==> config.mk <==
export PLATFORM = sky130hd
export DESIGN_NAME = uart_rx
export DESIGN_NICKNAME = d
export VERILOG_FILES = /design/src/rtl/uart_rx.sv
export SDC_FILE = /design/constraint.sdc
export NUM_CORES = 1
export LEC_CHECK = 0
export ABC_CLOCK_PERIOD_IN_PS = 4900
export BUFFER_PORTS_ARGS = -buffer_cell sky130_fd_sc_hd__buf_2
export CORE_ASPECT_RATIO = 0.7
export CORE_MARGIN = 5
export CORE_UTILIZATION = 60
export DETAILED_ROUTE_END_ITERATION = 10
export PLACE_DENSITY = 0.9
export SYNTH_ARGS = -nofsm -noshare
export SYNTH_HDL_FRONTEND = slang
export SYNTH_SLANG_ARGS = --single-unit
==> constraint.sdc <==
create_clock -name clk -period 4.9 [get_ports clk]
set_input_delay 0.245 -clock clk [delete_from_list [all_inputs] [get_ports clk]]
set_output_delay 0.245 -clock clk [all_outputs]
set_load 0.05 [all_outputs]
==> src/rtl/uart_rx.sv <==
// 8N1 UART receiver: synchronises rx_line, qualifies the start bit at mid-bit,
// samples data/stop bits at mid-bit and reports good frames, framing errors and overruns.
module uart_rx #(
  parameter int unsigned div_ratio = 868
) (
  input  logic       clk,
  input  logic       rst,
  input  logic       rx_line,
  input  logic       rx_ack,
  output logic [7:0] rx_data,
  output logic       rx_valid,
  output logic       rx_full,
  output logic       busy,
  output logic       frame_err,
  output logic       overrun
);

  localparam int unsigned TW = $clog2(div_ratio + 1);
  localparam logic [TW-1:0] HALF_M1 = TW'(div_ratio / 2 - 1);
  localparam logic [TW-1:0] FULL_M1 = TW'(div_ratio - 1);

  localparam logic [2:0] ST_IDLE  = 3'd0;
  localparam logic [2:0] ST_START = 3'd1;
  localparam logic [2:0] ST_DATA  = 3'd2;
  localparam logic [2:0] ST_STOP  = 3'd3;
  localparam logic [2:0] ST_BRK   = 3'd4;

  logic          sync1, sync2, prev;
  logic [2:0]    state, state_n;
  logic [TW-1:0] timer, timer_n;
  logic [2:0]    bitcnt, bitcnt_n;
  logic [7:0]    shreg, shreg_n;
  logic [7:0]    rx_data_n;
  logic          rx_valid_n, rx_full_n, busy_n, frame_err_n, overrun_n;

  // Two-flop synchroniser plus history flop; all reset high so no edge is seen at reset
  always_ff @(posedge clk or negedge rst) begin
    if (!rst) begin
      sync1 <= 1'b1;
      sync2 <= 1'b1;
      prev  <= 1'b1;
    end else begin
      sync1 <= rx_line;
      sync2 <= sync1;
      prev  <= sync2;
    end
  end

  always_ff @(posedge clk or negedge rst) begin
    if (!rst) begin
      state     <= ST_IDLE;
      timer     <= '0;
      bitcnt    <= '0;
      shreg     <= '0;
      rx_data   <= '0;
      rx_valid  <= 1'b0;
      rx_full   <= 1'b0;
      busy      <= 1'b0;
      frame_err <= 1'b0;
      overrun   <= 1'b0;
    end else begin
      state     <= state_n;
      timer     <= timer_n;
      bitcnt    <= bitcnt_n;
      shreg     <= shreg_n;
      rx_data   <= rx_data_n;
      rx_valid  <= rx_valid_n;
      rx_full   <= rx_full_n;
      busy      <= busy_n;
      frame_err <= frame_err_n;
      overrun   <= overrun_n;
    end
  end

  // Next-state and output logic; the timer restarts from zero on every state entry
  always_comb begin
    state_n     = state;
    timer_n     = timer + TW'(1);
    bitcnt_n    = bitcnt;
    shreg_n     = shreg;
    rx_data_n   = rx_data;
    rx_valid_n  = 1'b0;
    rx_full_n   = rx_full;
    frame_err_n = 1'b0;
    overrun_n   = overrun;

    if (rx_ack) begin
      rx_full_n = 1'b0;
      overrun_n = 1'b0;
    end

    case (state)
      ST_IDLE: begin
        timer_n = '0;
        if (!sync2 && prev) state_n = ST_START;
      end
      ST_START: begin
        if (timer == HALF_M1) begin
          timer_n = '0;
          if (sync2) begin
            state_n = ST_IDLE;
          end else begin
            state_n  = ST_DATA;
            bitcnt_n = '0;
          end
        end
      end
      ST_DATA: begin
        if (timer == FULL_M1) begin
          timer_n         = '0;
          shreg_n[bitcnt] = sync2;
          bitcnt_n        = bitcnt + 3'd1;
          if (bitcnt == 3'd7) state_n = ST_STOP;
        end
      end
      ST_STOP: begin
        if (timer == FULL_M1) begin
          timer_n = '0;
          if (sync2) begin
            // A coincident rx_ack loses to the commit and suppresses the overrun
            rx_data_n  = shreg;
            rx_valid_n = 1'b1;
            rx_full_n  = 1'b1;
            if (rx_full && !rx_ack) overrun_n = 1'b1;
            state_n = ST_IDLE;
          end else begin
            frame_err_n = 1'b1;
            state_n     = ST_BRK;
          end
        end
      end
      ST_BRK: begin
        timer_n = '0;
        if (sync2) state_n = ST_IDLE;
      end
      default: begin
        timer_n = '0;
        state_n = ST_IDLE;
      end
    endcase

    busy_n = (state_n != ST_IDLE);
  end

endmodule

==> flow_summary_export.csv <==
group,metric,value,unit
finish,multi_input_area,805.8,um^2
pwr,p_int,496.7,uW
yosys,ys_types,39,
route,num_vias,1239,
finish,mostFrequentLayoutCells,"dfrtp_1 (37), buf_2 (16), nor2_1 (15)",
die,io_pins,17,
route,remaining_drc_errors,0,
yosys,synth_seq_cells,40,
clock_network,numCtsBuffers,5,
pwr,switching_share,28.66,%
placement,gp_congestion,0.9242,
sta,fmax,404.5,MHz
clock_network,cts_sinks,40,
route,drtIter0Drc,84,
setup_path,max_stage_delay,0.63,ns
clock_network,path_clk_slew,0.07,ns
pwr,power,696.1,uW
route,ant_nets,0,
sta,fin_ws,2.428,ns
pwr,powerDensity,340.7,nW/um^2
clock_network,post_cts_buffers,0,
clock_network,cts_buffer_depth,2,
yosys,syn_inst,157,
die,rows,16,
worst_hold_path,hp-class,"in2async",
die,design.core.area,2883,um^2
yosys,syn_nets,165,
setup_path,worstPathRequired,5.08,ns
global_route,antenna_found_initial,0,
pwr,combPwrFrac,12.2,%
sta,fin_skew,0.007022,ns
sta,setup_viol,0,
finish,syn_to_final_growth,9.597,%
sta,tightest_slew,0.8280,ns
pwr,p_leak,0.001005,uW
finish,layout-drive-gt1-share,26.14,%
finish,antennaDiodeCount,0,
clock_network,htreeDepth,2,
clock_network,post_cts_resized,0,
die,start_util,64.67,%
finish,nFillCells,198,
global_route,grt_pass1_vias,1251,
sta,rsz0062_at_grt,"false",
setup_path,critPathLaunchType,"register",
finish,nets,183,
run_status,outcome,"finished, final reports clean",
placement,dpl.hpwl,2519,um
setup_path,crit_slowest_cell,"or3b_1",
clock_network,hold_buffers,0,
die,fp.dieW,76.63,um
sta,tns,0,ns
yosys,synth-seq-area-share,53.89,%
sta,hold_viol,0,
global_route,grt_max_degree,41,
yosys,synth_edf_count,0,
sta,period_minus_slack,2.472,ns
pwr,seqPwrFrac,58.1,%
setup_path,worstSetupEndpointType,"register",
clock_network,cts_tree,"yes",
sta,relSlewSlack,44.80,%
pwr,ir_worst_vdd,247.7,uV
sta,period_share,50.45,%
setup_path,path_class,"reg2reg",
setup_path,crit_arrival,2.65,ns
pwr,pwr-share-clk,29.7,%
global_route,grt_usage,17.96,%
placement,port_buffers,16,
finish,mostFrequentLayoutCell,"dfrtp_1",
clock_network,clock_latency,0.30,ns
route,drtPass1Iterations,4,
yosys,syn_area,1864,um^2
route,wire_per_inst,16.56,um
die,fp.dieH,56.64,um
route,vias_per_cell,5.844,
yosys,async_flop_share,100.0,%
setup_path,crit_path_cell_trace,"ha_1, and4bb_2, and4_1, or3b_1, mux2_4",
setup_path,crit_fanout,10,
placement,place_ws,2.475,ns
yosys,ys_warn_count,0,
pwr,p_sw,199.5,uW
route,drt_wl_total,3511,um
yosys,avgSynthCellArea,11.87,um^2
finish,seqCellArea,1005,um^2
global_route,grt.overflow.total,0,
yosys,ys.flop_type,"dfrtp_1",
die,die_area,4340,um^2
flow_run,drv_cap,0,
clock_network,cts-root-buf,"clkbuf_8",
sta,slew_violations,0,
global_route,grt_first_pass_wirelength,5975,um
## state kept, by name, indices dropped and copies added, names as in the netlist
signal,cells
state,3
prev,1
busy,1
rx_full,1
sync2,1
rx_valid,1
shreg,8
overrun,1
rx_data,8
bitcnt,3
timer,10
frame_err,1
sync1,1
## cells in the mapped netlist (2+ instances only)
| library cell | instances | area (um^2) |
|---|---|---|
| dfrtp_1 | 37 | 925.9 |
| nor2_1 | 15 | 56.30 |
| mux2_2 | 9 | 101.4 |
| mux2_4 | 8 | 120.1 |
| nand2_1 | 8 | 30.03 |
| nand4_1 | 8 | 50.05 |
| inv_1 | 7 | 26.28 |
| nand3_1 | 7 | 35.03 |
| ha_1 | 4 | 50.05 |
| nor4_1 | 4 | 25.02 |
| xnor2_1 | 4 | 35.03 |
| xor2_1 | 4 | 35.03 |
| a31oi_1 | 3 | 18.77 |
| clkbuf_1 | 3 | 11.26 |
| dfstp_2 | 3 | 78.83 |
| mux2i_1 | 3 | 30.03 |
| nand2b_1 | 3 | 18.77 |
| nor3_1 | 3 | 15.01 |
| and4_1 | 2 | 17.52 |
| nor3b_1 | 2 | 15.01 |
| o22ai_1 | 2 | 12.51 |
## layer usage
layer	vias up	GRT usage, %	share of wire (%)
li1	595	-	-
met5	-	0	0
met3	8	4.792	5.3
met2	40	27.20	47
met4	0	9.726	2.5
met1	596	23.53	45
## power by group through the flow
stage | sequential, uW | clock, uW | combinational, uW
2_1_floorplan | 399 | 0 | 64.9
3_3_place_gp | 407 | 0 | 78.3
3_5_place_dp | 410 | 0 | 85.0
4_1_cts | 404 | 211 | 86.5
5_1_grt | 410 | 223 | 97.4
6_report | 405 | 207 | 84.9
## worst paths after layout
kind / startpoint / endpoint / slack, ns / cells after the start
max: timer[0]$_DFF_PN0_ / rx_data[0]$_DFFE_PN0P_ / 2.43 / 5
min: rst / rx_data[2]$_DFFE_PN0P_ / 0.05 / 1
max reg2reg: timer[0]$_DFF_PN0_ / rx_data[0]$_DFFE_PN0P_ / 2.43 / 5
min reg2reg: sync1$_DFF_PN1_ / sync2$_DFF_PN1_ / 0.35 / 0
max in group asynchronous: rst / timer[8]$_DFF_PN0_ / 4.34 / 1
min in group clk: rx_line / sync1$_DFF_PN1_ / 0.05 / 1
## area by class of cell
class	count	area share, %
multi-input combinational	105	39.44
timing repair buffer	16	3.919
inverter	7	1.286
clock inverter	1	0.2449
sequential	40	49.17
clock buffer	7	3.735
tap	36	2.205
## critical path: cells and delay by family (launching register included)
family,cells,cell delay (ns)
adder cells (fa/ha/maj),1,0.29
flip-flops,1,0.42
multiplexers,1,0.39
AND/OR/NAND/NOR,3,1.25
## through the flow
| stage | utilization (%) | std cells | instance area [um^2] | hold slack [ns] |
|---|---|---|---|---|
| detailed placement | 68.06 | 204 | 1962 | 0.3482 |
| floorplan | - | 157 | 1864 | -0.05059 |
| global route | 70.88 | 212 | 2043 | 0.04400 |
| finish | 70.88 | 212 | 2043 | 0.04540 |
| CTS | 70.88 | 212 | 2043 | 0.04227 |
| global placement | 68.06 | 204 | 1962 | 0.3469 |
## logic make-up (layout without fill, tap and decap cells)
kind of cell | Yosys count | count (layout) | share of synthesized area [%]
adders and majority gates | 4 | 4 | 2.685
DFF | 40 | 40 | 53.89
and+or+nand+nor | 63 | 63 | 19.73
AOI/OAI and AO/OA | 10 | 10 | 3.557
xor gates and xnor gates | 8 | 8 | 3.758
buffers and inverters | 12 | 31 | 2.886
muxes | 20 | 20 | 13.49
Note: power is estimated with default switching activity, not from simulation.
